[src/rtl/spi_slave_regfile.sv]
// SPI mode-0 slave exposing eight 8-bit registers (0..6 writable, 7 = read-only ID).
// Latency: SPI pins see SYNC_STAGES+1 clk before acting; a write lands and pulses one clk after its 8th SCK rise.
// No backpressure: the SPI master paces every transfer, and SCK must stay at or below clk/8.
module spi_slave_regfile #(
   parameter logic [7:0] ID_VALUE    = 8'hA5,
   parameter int         SYNC_STAGES = 2
) (
   input  logic        clk,
   input  logic        reset_n,
   input  logic        spi_cs_n,
   input  logic        spi_sck,
   input  logic        spi_mosi,
   output logic        spi_miso,
   output logic        spi_miso_oe,
   output logic [63:0] reg_out,
   output logic        wr_pulse,
   output logic [2:0]  wr_addr,
   output logic        busy
);

   typedef enum logic [1:0] {IDLE, CMD, WRITE, READ} state_t;

   state_t r_state;
   state_t w_next_state;

   logic [SYNC_STAGES-1:0] r_cs_sync;
   logic [SYNC_STAGES-1:0] r_sck_sync;
   logic [SYNC_STAGES-1:0] r_mosi_sync;
   logic [SYNC_STAGES-1:0] r_warm;
   logic                   r_sck_q;
   logic                   r_armed;

   logic [2:0]  r_bit_cnt;
   logic [6:0]  r_rx_shift;
   logic [7:0]  r_tx_shift;
   logic [2:0]  r_addr;
   logic        r_rd_armed;
   logic        r_wr_pulse;
   logic [2:0]  r_wr_addr;
   logic [7:0]  r_regs [0:6];

   logic        w_cs_n;
   logic        w_sck;
   logic        w_mosi;
   logic        w_warm;
   logic        w_sck_rise;
   logic        w_sck_fall;
   logic        w_byte_done;
   logic [7:0]  w_rx_byte;
   logic [2:0]  w_addr_inc;
   logic [63:0] w_reg_flat;
   logic [7:0]  w_rd_cmd;
   logic [7:0]  w_rd_next;

   // Synchronizers reset to the bus idle level; r_warm marks when the chains hold real pin values.
   always_ff @(posedge clk or negedge reset_n) begin
      if (!reset_n) begin
         r_cs_sync   <= '1;
         r_sck_sync  <= '0;
         r_mosi_sync <= '0;
         r_warm      <= '0;
      end else begin
         r_cs_sync[0]   <= spi_cs_n;
         r_sck_sync[0]  <= spi_sck;
         r_mosi_sync[0] <= spi_mosi;
         r_warm[0]      <= 1'b1;
         for (int i = 1; i < SYNC_STAGES; i++) begin
            r_cs_sync[i]   <= r_cs_sync[i-1];
            r_sck_sync[i]  <= r_sck_sync[i-1];
            r_mosi_sync[i] <= r_mosi_sync[i-1];
            r_warm[i]      <= r_warm[i-1];
         end
      end
   end

   assign w_cs_n = r_cs_sync[SYNC_STAGES-1];
   assign w_sck  = r_sck_sync[SYNC_STAGES-1];
   assign w_mosi = r_mosi_sync[SYNC_STAGES-1];
   assign w_warm = r_warm[SYNC_STAGES-1];

   // SCK edge history, and the arm flag: a transfer already running when reset lifts is
   // ignored until CS has been seen deasserted at least once.
   always_ff @(posedge clk or negedge reset_n) begin
      if (!reset_n) begin
         r_sck_q <= 1'b0;
         r_armed <= 1'b0;
      end else begin
         r_sck_q <= w_sck;
         r_armed <= r_armed | (w_warm & w_cs_n);
      end
   end

   assign w_sck_rise  = w_sck & ~r_sck_q;
   assign w_sck_fall  = ~w_sck & r_sck_q;
   assign w_byte_done = w_sck_rise && (r_bit_cnt == 3'd7);
   assign w_rx_byte   = {r_rx_shift, w_mosi};
   assign w_addr_inc  = r_addr + 3'd1;

   // Flattened register view; slot 7 is the constant ID.
   always_comb begin
      w_reg_flat = '0;
      for (int i = 0; i < 7; i++) begin
         w_reg_flat[i*8 +: 8] = r_regs[i];
      end
      w_reg_flat[63:56] = ID_VALUE;
   end

   assign w_rd_cmd  = w_reg_flat[{w_rx_byte[2:0], 3'b000} +: 8];
   assign w_rd_next = w_reg_flat[{w_addr_inc, 3'b000} +: 8];
   assign reg_out   = w_reg_flat;
   assign wr_pulse  = r_wr_pulse;
   assign wr_addr   = r_wr_addr;

   // FSM state register.
   always_ff @(posedge clk or negedge reset_n) begin
      if (!reset_n) begin
         r_state <= IDLE;
      end else begin
         r_state <= w_next_state;
      end
   end

   // Next-state and pin outputs; CS deassert returns to IDLE from any state.
   always_comb begin
      w_next_state = r_state;
      spi_miso     = 1'b0;
      busy         = 1'b0;
      spi_miso_oe  = 1'b0;
      case (r_state)
         IDLE: begin
            if (r_armed && !w_cs_n) begin
               w_next_state = CMD;
            end
         end
         CMD: begin
            if (w_cs_n) begin
               w_next_state = IDLE;
            end else if (w_byte_done) begin
               w_next_state = w_rx_byte[7] ? READ : WRITE;
            end
         end
         WRITE: begin
            if (w_cs_n) begin
               w_next_state = IDLE;
            end
         end
         READ: begin
            if (w_cs_n) begin
               w_next_state = IDLE;
            end
            spi_miso = r_tx_shift[7];
         end
         default: w_next_state = IDLE;
      endcase
      busy        = (r_state != IDLE);
      spi_miso_oe = busy;
   end

   // Datapath: bit counting, command decode, register writes and read shifting.
   // A byte finishing on the same clk as CS deassert still completes because the
   // action keys on the current state, not the next one.
   always_ff @(posedge clk or negedge reset_n) begin
      if (!reset_n) begin
         r_bit_cnt  <= '0;
         r_rx_shift <= '0;
         r_tx_shift <= '0;
         r_addr     <= '0;
         r_rd_armed <= 1'b0;
         r_wr_pulse <= 1'b0;
         r_wr_addr  <= '0;
         for (int i = 0; i < 7; i++) begin
            r_regs[i] <= '0;
         end
      end else begin
         r_wr_pulse <= 1'b0;
         if (r_state == IDLE) begin
            r_bit_cnt  <= '0;
            r_rx_shift <= '0;
            r_tx_shift <= '0;
            r_rd_armed <= 1'b0;
         end else begin
            if (w_sck_rise) begin
               r_rx_shift <= w_rx_byte[6:0];
               r_bit_cnt  <= r_bit_cnt + 3'd1;
            end
            case (r_state)
               CMD: begin
                  if (w_byte_done) begin
                     r_addr <= w_rx_byte[2:0];
                     if (w_rx_byte[7]) begin
                        r_tx_shift <= w_rd_cmd;
                     end
                  end
               end
               WRITE: begin
                  if (w_byte_done) begin
                     for (int i = 0; i < 7; i++) begin
                        if (r_addr == i[2:0]) begin
                           r_regs[i] <= w_rx_byte;
                        end
                     end
                     r_wr_pulse <= 1'b1;
                     r_wr_addr  <= r_addr;
                     r_addr     <= w_addr_inc;
                  end
               end
               READ: begin
                  // The command byte's last falling edge arrives in READ with no
                  // rise before it; r_rd_armed keeps that edge from shifting.
                  if (w_sck_rise) begin
                     r_rd_armed <= 1'b1;
                  end else if (w_sck_fall && r_rd_armed) begin
                     r_rd_armed <= 1'b0;
                     if (r_bit_cnt == 3'd0) begin
                        r_addr     <= w_addr_inc;
                        r_tx_shift <= w_rd_next;
                     end else begin
                        r_tx_shift <= {r_tx_shift[6:0], 1'b0};
                     end
                  end
               end
               default: ;
            endcase
         end
      end
   end

endmodule

[config.mk]
export PLATFORM = sky130hd
export DESIGN_NAME = spi_slave_regfile
export DESIGN_NICKNAME = d
export VERILOG_FILES = /design/src/rtl/spi_slave_regfile.sv
export SDC_FILE = /design/constraint.sdc
export NUM_CORES = 1
export LEC_CHECK = 0
export CORE_MARGIN = 8
export CORE_UTILIZATION = 45
export CTS_BUF_LIST = sky130_fd_sc_hd__clkbuf_4
export DETAILED_ROUTE_END_ITERATION = 10
export PLACE_DENSITY = 0.7
export SLEW_MARGIN = 20
export SYNTH_ARGS = -nofsm -noshare
export SYNTH_HDL_FRONTEND = slang
export SYNTH_SLANG_ARGS = --single-unit
[constraint.sdc]
create_clock -name clk -period 4.5 [get_ports clk]
set_input_delay 0.45 -clock clk [delete_from_list [all_inputs] [get_ports clk]]
set_output_delay 0.45 -clock clk [all_outputs]
set_load 0.02 [all_outputs]
Word-level counts from Yosys, hierarchy flattened:

Cells that the tools add are included.

* output and inout bits: 71
* input bits: 5
* register bits after elaboration: 94
* logic and storage cells: 111

* equality and inequality tests: 22
* bitwise operators: 7
* shifts and indexed selects: 2
* multiplexer cells: 31
* add/subtract/negate cells: 2
* reduce and logical (&&, ||, !) cells: 26

Operator list (count)
* 64-bit by 7-bit indexed part select with 8-bit output: 2
* 8-bit 2-to-1 mux: 6
* 4-bit AND reduction: 7
* 3-bit 2-to-1 mux: 7
* 8-bit one-hot mux with 2 select lines: 1
* 3-bit != test (second input constant): 5
* 7-bit 2-to-1 mux: 2
* 3-bit == test (second input constant): 4
* 2-bit != test (second input constant): 6
* 1-bit 2-to-1 mux: 9
* 3-bit one-hot mux with 3 select lines: 1
* 3-bit nonzero test: 3
* 2-bit 2-to-1 mux: 4
* 7-bit AND reduction: 1
* 3-bit by 1-bit adder with 3-bit output (second input constant): 2
* 3-bit by 2-bit == test with 1-bit output (second input constant): 2
* 3-bit zero test: 2
* 2-bit one-hot mux with 3 select lines: 1
* 3-bit AND reduction: 2
* 2-bit nonzero test: 3
* 5-bit AND reduction: 1
* 2-bit == test (second input constant): 2
* 1-bit AND: 3
* 3-bit by 1-bit == test with 1-bit output (second input constant): 1
* 9 further kinds: 13

Longest topological paths before layout:

* depth after elaboration: 7
* depth in mapped cells: 12
* gate-level depth less buffers: 7

Worst setup path before layout:

No wires, ideal clock.

* kind: register -> register
* from: reg r_addr[0]
* to: reg r_tx_shift[2]
* path buffers: 5
* path slack: 1845 ps
* library setup time: 122 ps
* data required time: 4378 ps
* arrival: 2533 ps
* clock period less this slack: 2655 ps
* cell stages (with the launch flop): 12
* cell sequence: dfrtp_1 > buf_2 > buf_2 > buf_4 > inv_1 > ha_1 > buf_2 > buf_2 > mux4_2 > a211oi_1 > o21ai_0 > a32o_1

* longest elaborated chain between the ends: 7

RTL lines
* start, declared: line 36 `logic [2:0] r_addr;`
* start signal, assigned: line 189 `r_addr <= w_rx_byte[2:0];`
* start signal, assigned: line 204 `r_addr <= w_addr_inc;`
* start signal, assigned: line 215 `r_addr <= w_addr_inc;`
* 3-bit by 1-bit adder with 3-bit output: line 97 `assign w_addr_inc = r_addr + 3'd1;`
* 64-bit by 7-bit indexed part select with 8-bit output: line 109 `assign w_rd_next = w_reg_flat[{w_addr_inc, 3'b000} +: 8];`
* 8-bit 2-to-1 mux: line 214 `if (r_bit_cnt == 3'd0) begin`
* 8-bit 2-to-1 mux: line 212 `end else if (w_sck_fall && r_rd_armed) begin`
* 8-bit 2-to-1 mux: line 210 `if (w_sck_rise) begin`
* 8-bit one-hot mux with 2 select lines: line 186 `case (r_state)`
* 8-bit 2-to-1 mux: line 176 `if (r_state == IDLE) begin`
* end signal, assigned: line 191 `r_tx_shift <= w_rd_cmd;`
* end signal, assigned: line 216 `r_tx_shift <= w_rd_next;`
* end signal, assigned: line 218 `r_tx_shift <= {r_tx_shift[6:0], 1'b0};`
* end, declared: line 35 `logic [7:0] r_tx_shift;`

No other way between the ends. The select of a mux whose other input is x is not followed.
A chain may end at the register's enable or synchronous reset.

Worst setup path in the final report:

Same ends and word-level chain as after synthesis.

==> flow_metrics.tcl <==
set metrics [dict create \
    port_buffers 67 \
    start_util_pct 45.8 \
    power.density_mw_per_mm2 397 \
    hold_class "primary input to async pin" \
    dr.pass1.iters 4 \
    die_y_um 121 \
    drv_slew 0 \
    drcViolationCount 0 \
    max_cap_violations 0 \
    antenna_left 0 \
    core_mm2 0.0108 \
    cts_root_buf "clkbuf_4" \
    worstSetupPathType "flop to flop" \
    peakVddDrop_v 0.000186 \
    dpl.hpwl_um 8670 \
    netlist_instances 420 \
    synth_cell_types 44 \
    track_usage_pct 17.7 \
    synth_common_cells "dfrtp_1 (92), mux2_2 (59), nand2_1 (32), mux2i_1 (20), a21oi_1 (18)" \
    clock_sinks 94 \
    synth.area.top_cells "dfrtp_1 (47%), mux2_2 (13%), mux4_2 (5.5%), mux2i_1 (4.1%), ha_1 (3.5%)" \
    synth_warnings 0 \
    rsz0062_at_grt "no" \
    cts_buffer_depth 2 \
    cts-buffers-inserted 9 \
    clkLatencyLatePin_ns 0.45 \
    clkTransAtPathRegs_ns 0.15 \
    skew_ns 0.0211 \
    nNetsFinal 492 \
    synth_edf_count 0 \
    ys.flop_type "dfrtp_1" \
    num_vias 3603 \
    post_drt_wl_per_cell_um 20.1 \
    grt_max_degree 68 \
    vias_per_cell 5.82 \
    status "complete, no violations" \
    critical_path_required_ns 4.86 \
    synth_seq_area_share_pct 47.7 \
    arrival_ns 3.37 \
    synth_top_area_share_pct 46.6 \
    final_util_pct 53.5 \
    cp-end-kind "flop" \
    synth_most_common_cell "dfrtp_1" \
    post_cts_buffers 0 \
    tightest_slew_ns 1.06 \
    grt_pass1_wl_um 20000 \
    die_x_um 121 \
    critPathMaxFanout 27 \
    power.leakage_uw 0.00260 \
    synthToLayoutAreaGrowth_pct 16.9 \
    slew_headroom_pct 29.5 \
    cts_tree "done" \
    avgSynthCellArea_um2 11.8 \
    reg2regPathDepth 7 \
    holdBufCountCts 0 \
    antenna_found_initial 1 \
    syn-cell-area_mm2 0.00494 \
    routed_wl_um 12400 \
    power.total_uw 2290 \
    drtIter0Drc 230 \
    fin_tns_setup_ns 0 \
    async_flop_share_pct 100 \
    drive_above_1_share_pct 20.9 \
    worstSetupStartpointType "flop" \
    cts_max_level 3 \
    ys_ff_latch 94 \
    first_global_vias 3566 \
    fin_crit_ns 3.01 \
    io_pins 76 \
    whs_ns 0.103 \
    rows 38 \
    hold_violations 0 \
    finalCritPeriodShare_pct 66.8 \
    yosys.area.top_type "dfrtp_1" \
    clock.fmax_mhz 333 \
    gp_congestion 0.854 \
    n_fill_cell 948 \
    grt.overflow.total 0 \
    setup_violations 0 \
    cts_resized 0 \
    dieArea_mm2 0.0146 \
]
-- worst paths after layout --
check	slack (ns)	end	start
worst max-delay path	1.49	r_tx_shift[2]$_DFFE_PN0P_	r_addr[0]$_DFFE_PN0P_
worst min-delay path	0.10	r_sck_sync[0]$_DFF_PN0_	reset_n
worst max register to register	1.49	r_tx_shift[2]$_DFFE_PN0P_	r_addr[0]$_DFFE_PN0P_
worst min register to register	0.36	r_sck_sync[1]$_DFF_PN0_	r_sck_sync[0]$_DFF_PN0_
max in group asynchronous	3.45	r_cs_sync[0]$_DFF_PN1_	reset_n
min in group clk	0.36	r_sck_sync[1]$_DFF_PN0_	r_sck_sync[0]$_DFF_PN0_
-- stage by stage --
| step | setup slack [ns] | instances | instance area [µm²] |
|---|---|---|---|
| 2_1_floorplan | 1.85 | 427 | 4960 |
| 3_3_place_gp | 1.63 | 602 | 5640 |
| 3_5_place_dp | 1.51 | 602 | 5640 |
| 4_1_cts | 1.48 | 618 | 5770 |
| 5_1_grt | 1.27 | 619 | 5780 |
| 6_report | 1.49 | 619 | 5780 |
-- critical path, cell delays in order (launching register included) --
cell      delay, ns
dfrtp_1        0.35
buf_4          0.32
inv_1          0.14
ha_1           1.02
mux4_2         0.42
a211oi_1       0.23
o21ai_0        0.12
a32o_1         0.31
-- cell type report --
type                    count  area (µm²)  area share (%)
diodes                      1        2.50          0.0433
flip-flops and latches     94        2350            40.8
multi-input cells         282        2360            40.8
clock inverters             7        63.8            1.10
repair buffers             71         698            12.1
inverters                  15        56.3           0.975
clock buffers               9        67.6            1.17
well taps                 140         175            3.03
-- cells by family after synthesis --
kind of cell / synth area share (%)
and+or+nand+nor: 9.32
DFF: 47.7
AOI/OAI and AO/OA: 10.9
muxes: 23.0
xor gates and xnor gates: 0.177
adders and majority gates: 3.55
other: 0.152
buffers and inverters: 5.22
-- registers in the layout (all words and copies together) (netlist names) --
register	flops
reg_out	56
r_tx_shift	8
r_rx_shift	7
r_addr	3
r_bit_cnt	3
wr_addr	3
r_cs_sync	2
r_mosi_sync	2
r_sck_sync	2
r_state	2
r_warm	2
r_armed	1
r_rd_armed	1
r_sck_q	1
wr_pulse	1
-- routing by layer --
metal	wire, µm	track usage, %	up-vias	share of wire [%]
met5	0	0	-	0
met4	237	7.34	0	1.9
met3	918	3.73	17	7.4
met2	5790	27.9	139	47
met1	5480	23.1	1831	44
li1	-	-	1616	-
-- layout by cell type, fill, tap and decap left out, types with 4 or more instances in the layout --
cell type,n
dfrtp_1,92
clkdlybuf4s50_1,66
mux2_2,59
nand2_1,32
mux2i_1,20
a21oi_1,18
o21ai_0,16
inv_1,15
nor2_1,14
ha_1,14
mux4_2,12
nor2b_1,10
a211oi_1,9
conb_1,9
clkbuf_4,9
a221oi_1,7
nand2b_1,7
a31oi_1,7
a22o_1,5
nor3_1,5
buf_4,5
o32ai_1,4
-- where the power goes --
part           leakage (µW)  switching, µW  internal [µW]
combinational       0.00125            546            326
clock             0.0000712            284            166
sequential          0.00127           67.7            904
No activity file was read; power rests on OpenSTA's default activity.
==> variant 1 (same settings) <==
Put a register stage on the output `reg_out`. The value now appears one clock later. The other outputs are not delayed to match.
--- a/src/rtl/spi_slave_regfile.sv
+++ b/src/rtl/spi_slave_regfile.sv
@@ -109,3 +109,5 @@
    assign w_rd_next = w_reg_flat[{w_addr_inc, 3'b000} +: 8];
-   assign reg_out   = w_reg_flat;
+   always_ff @(posedge clk) begin
+      reg_out <= w_reg_flat;
+   end
    assign wr_pulse  = r_wr_pulse;
Formal check against the unedited RTL: no difference found for any inputs over 10 cycles, from zero or initial values and one cycle with reset_n low; that may be too few to reach the edited logic, so the function may still have changed.
==> variant 1 against the original RTL <==
Design area up 23%; cell count up 18%; combinational power increased by 7.2%; largest power group unchanged; sequential cell count grew 56; routed wire length is 14% higher; die area up 20%; global-route usage shrank 0.97 points; setup slack got worse by 0.39 ns; clock skew increased by 0.0031 ns; count of clock-buffer cells in the layout grew 11; synthesized area rose by 24%; total power grew 42%.
==> variant 1: results (changes against the original RTL) <==
metric;value;unit;change
sequential share of the synthesized area;0.5688;;was 0.4768
DRT Pass-1 Iters;5;;was 4
placed cell count;694;;was 602
Detailed Place HPWL;9.490;mm;was 8.670 mm
leak pwr;3.154;nW;was 2.596 nW
routability congestion estimate;0.8751;;was 0.8541
sw power;1.157;mW;was 0.8976 mW
CP Data Arrival Time;3.86;ns;was 3.37 ns
Total Routing Usage GR;0.1669;;was 0.1766
status;complete, no violations;;unchanged
number of global-route vias before repair;4204;;was 3566
average footprint of a synthesized cell;12.76;sq um;was 11.76 sq um
drt via density;5.525;;was 5.821
RR Endpoint;r_tx_shift[3];;was r_tx_shift[2]
fillers;1153;;was 948
vias;4022;;was 3603
Worst Path Max Fanout;20;;was 27
register area;3476;sq um;was 2355 sq um
inverter count;16;;was 15
worst hold path type;primary input to register;;was primary input to async pin
top cells by count, synth;92 x dfrtp_1, 56 x dfxtp_1, 42 x mux2_2, 36 x nand2_1, 27 x a21oi_1;;was 92 x dfrtp_1, 59 x mux2_2, 32 x nand2_1, 20 x mux2i_1, 18 x a21oi_1
post-synthesis register bit count;150;;was 94
fraction of registers with async set/reset;0.6267;;was 1.000
Cell variety after synth;47;;was 44
WL final;14.13;mm;was 12.43 mm
[variant 1: changes by cell type in the layout (fill, tap and decap cells not counted), sizes merged, moves of 5 or more]
cell	change
a211oi	-9
dfxtp	+56
mux2	-5
o211ai	+7
a21oi	+9
nor2	-6
clkbuf	+11
nand3	+7
[variant 1: power groups by stage]
stage	combinational [mW]	clock (mW)	sequential, mW
CTS	0.927	0.843	1.51
detailed placement	0.922	0	1.54
global placement	0.890	0	1.53
finish	0.935	0.816	1.51
floorplan	0.771	0	1.47
global route	1.02	0.894	1.52
[variant 1: cell families (layout without fill, tap and decap cells)]
family,after synthesis,after routing,share of synthesized area
AOI/OAI and AO/OA,85,85,0.09111
xor gates and xnor gates,1,1,0.001434
adders and majority gates,14,14,0.02867
buffers and inverters,53,118,0.04893
DFF,150,150,0.5688
muxes,86,86,0.1839
other,2,10,0.001229
and+or+nand+nor,88,88,0.07596
[variant 1: stage by stage]
step	setup slack [ns]	instance area [sq um]
floorplan	2.190	6137
global placement	1.316	6802
detailed placement	1.144	6802
CTS	1.112	7091
global route	0.9214	7093
finish	1.101	7093
[variant 1: worst max path at each step]
stage                   start             to  cells after the start
global route        r_addr[0]  r_tx_shift[1]                      7
global placement    r_addr[0]  r_tx_shift[4]                      7
detailed placement  r_addr[0]  r_tx_shift[3]                      7
floorplan           r_addr[0]  r_tx_shift[4]                     10
CTS                 r_addr[0]  r_tx_shift[3]                      7
finish              r_addr[0]  r_tx_shift[3]                      7
[variant 1: what timing repair did]
action                                 4_1_cts  5_1_grt
hold buffers                                 1        0
endpoints found under the hold margin       38        0
setup endpoints to repair                    0        0
[variant 1: layer usage]
metal / share of wire / global-route usage
met2: 0.48 / 0.2618
met5: 0 / 0
met4: 0.015 / 0.06751
met3: 0.075 / 0.05715
met1: 0.43 / 0.2068
==> variant 2 (same flow settings) <==
Without the edit above. `SYNC_STAGES`: 2 -> 4.
--- a/src/rtl/spi_slave_regfile.sv
+++ b/src/rtl/spi_slave_regfile.sv
@@ -5,3 +5,3 @@
    parameter logic [7:0] ID_VALUE    = 8'hA5,
-   parameter int         SYNC_STAGES = 2
+   parameter int         SYNC_STAGES = 4
 ) (
Formal check against the unedited RTL: not equivalent (Yosys sat finds a counterexample within 10 cycles, from zero or initial values and one cycle with reset_n low).
==> variant 2 against the original RTL <==
Global-route usage fell by 0.23 points; synthesized cell count rose by 2.6%; synthesized area rose by 5.0%; via count rose by 0.61%; critical path type is now register to output port; total power fell by 3.0%; design area rose by 3.7%; sequential share of layout area rose by 1.9 points; clock skew rose by 0.0015 ns; sequential cell count rose by 8; routed wire length rose by 2.4%; sequential power rose by 7%; setup slack improved by 0.059 ns; die area rose by 4.3%; core utilization fell by 0.59 points.
==> variant 2: results (changes against the original RTL) <==
metric;value;unit;change
status;complete, no violations;;unchanged
crit path to;spi_miso;;was r_tx_shift[2]
initial DRC count;169;;was 230
complex-gate fraction of the synthesized area;0.1112;;was 0.1092
Critical R2R Launch;r_state[0];;was r_addr[0]
actual slew at the worst max-slew pin;1.057;ns;was 1.058 ns
sw power;0.8695;mW;was 0.8976 mW
synth top area cells;dfrtp_1 47%, mux2_2 13%, mux2i_1 6.2%;;was dfrtp_1 47%, mux2_2 13%, mux4_2 5.5%
routed wl met2;5.883;mm;was 5.791 mm
Net Sw Frac;0.3909;;was 0.3912
DRT met1 WL;5.641;mm;was 5.484 mm
Detailed Place HPWL;8.962;mm;was 8.670 mm
sequential share of the synthesized area;0.4932;;was 0.4768
VDD IR max;188.8;uV;was 186.1 uV
routability congestion estimate;0.8584;;was 0.8541
leak pwr;2.770;nW;was 2.596 nW
Final Non-Filler Cells;633;;was 619
M2 GR Usage;0.2748;;was 0.2789
clock skew;0.02256;ns;was 0.02106 ns
Comb power;0.758;mW;was 0.872 mW
XOR/XNOR share of the synthesized area;0.001689;;was 0.001773
Total Routing Usage GR;0.1743;;was 0.1766
clock latency on the worst-skew pair;0.48;ns;was 0.45 ns
Worst R2R Path Depth;5;;was 7
largest net degree at the start of global routing;63;;was 68
[variant 2: changes by cell type after synthesis, sizes merged, moves of 5 or more]
cell | unedited run | this run
a211oi | 9 | 2
a21oi | 18 | 26
a22o | 5 | 0
a31oi | 7 | 1
a32oi | 0 | 7
dfrtp | 92 | 98
mux2i | 20 | 32
mux4 | 12 | 7
nand2 | 33 | 28
o22ai | 0 | 5
o2bb2ai | 0 | 6
[variant 2: area by class of cell]
type	count	area [sq um]	share of cell area
Antenna cell	1	2.502	0.0004177
Clock buffer	9	67.56	0.01128
Clock inverter	7	50.05	0.008354
Inverter	13	48.80	0.008145
Multi-Input combinational cell	287	2385	0.3981
Sequential cell	102	2557	0.4269
Tap cell	143	178.9	0.02987
Timing Repair Buffer	71	700.7	0.1170
[variant 2: worst max-delay path, stage by stage, from the launching register on]
cell and delay [ns]:
dfrtp_1 0.44, ha_1 0.73, and2_1 0.25, clkdlybuf4s50_1 0.61
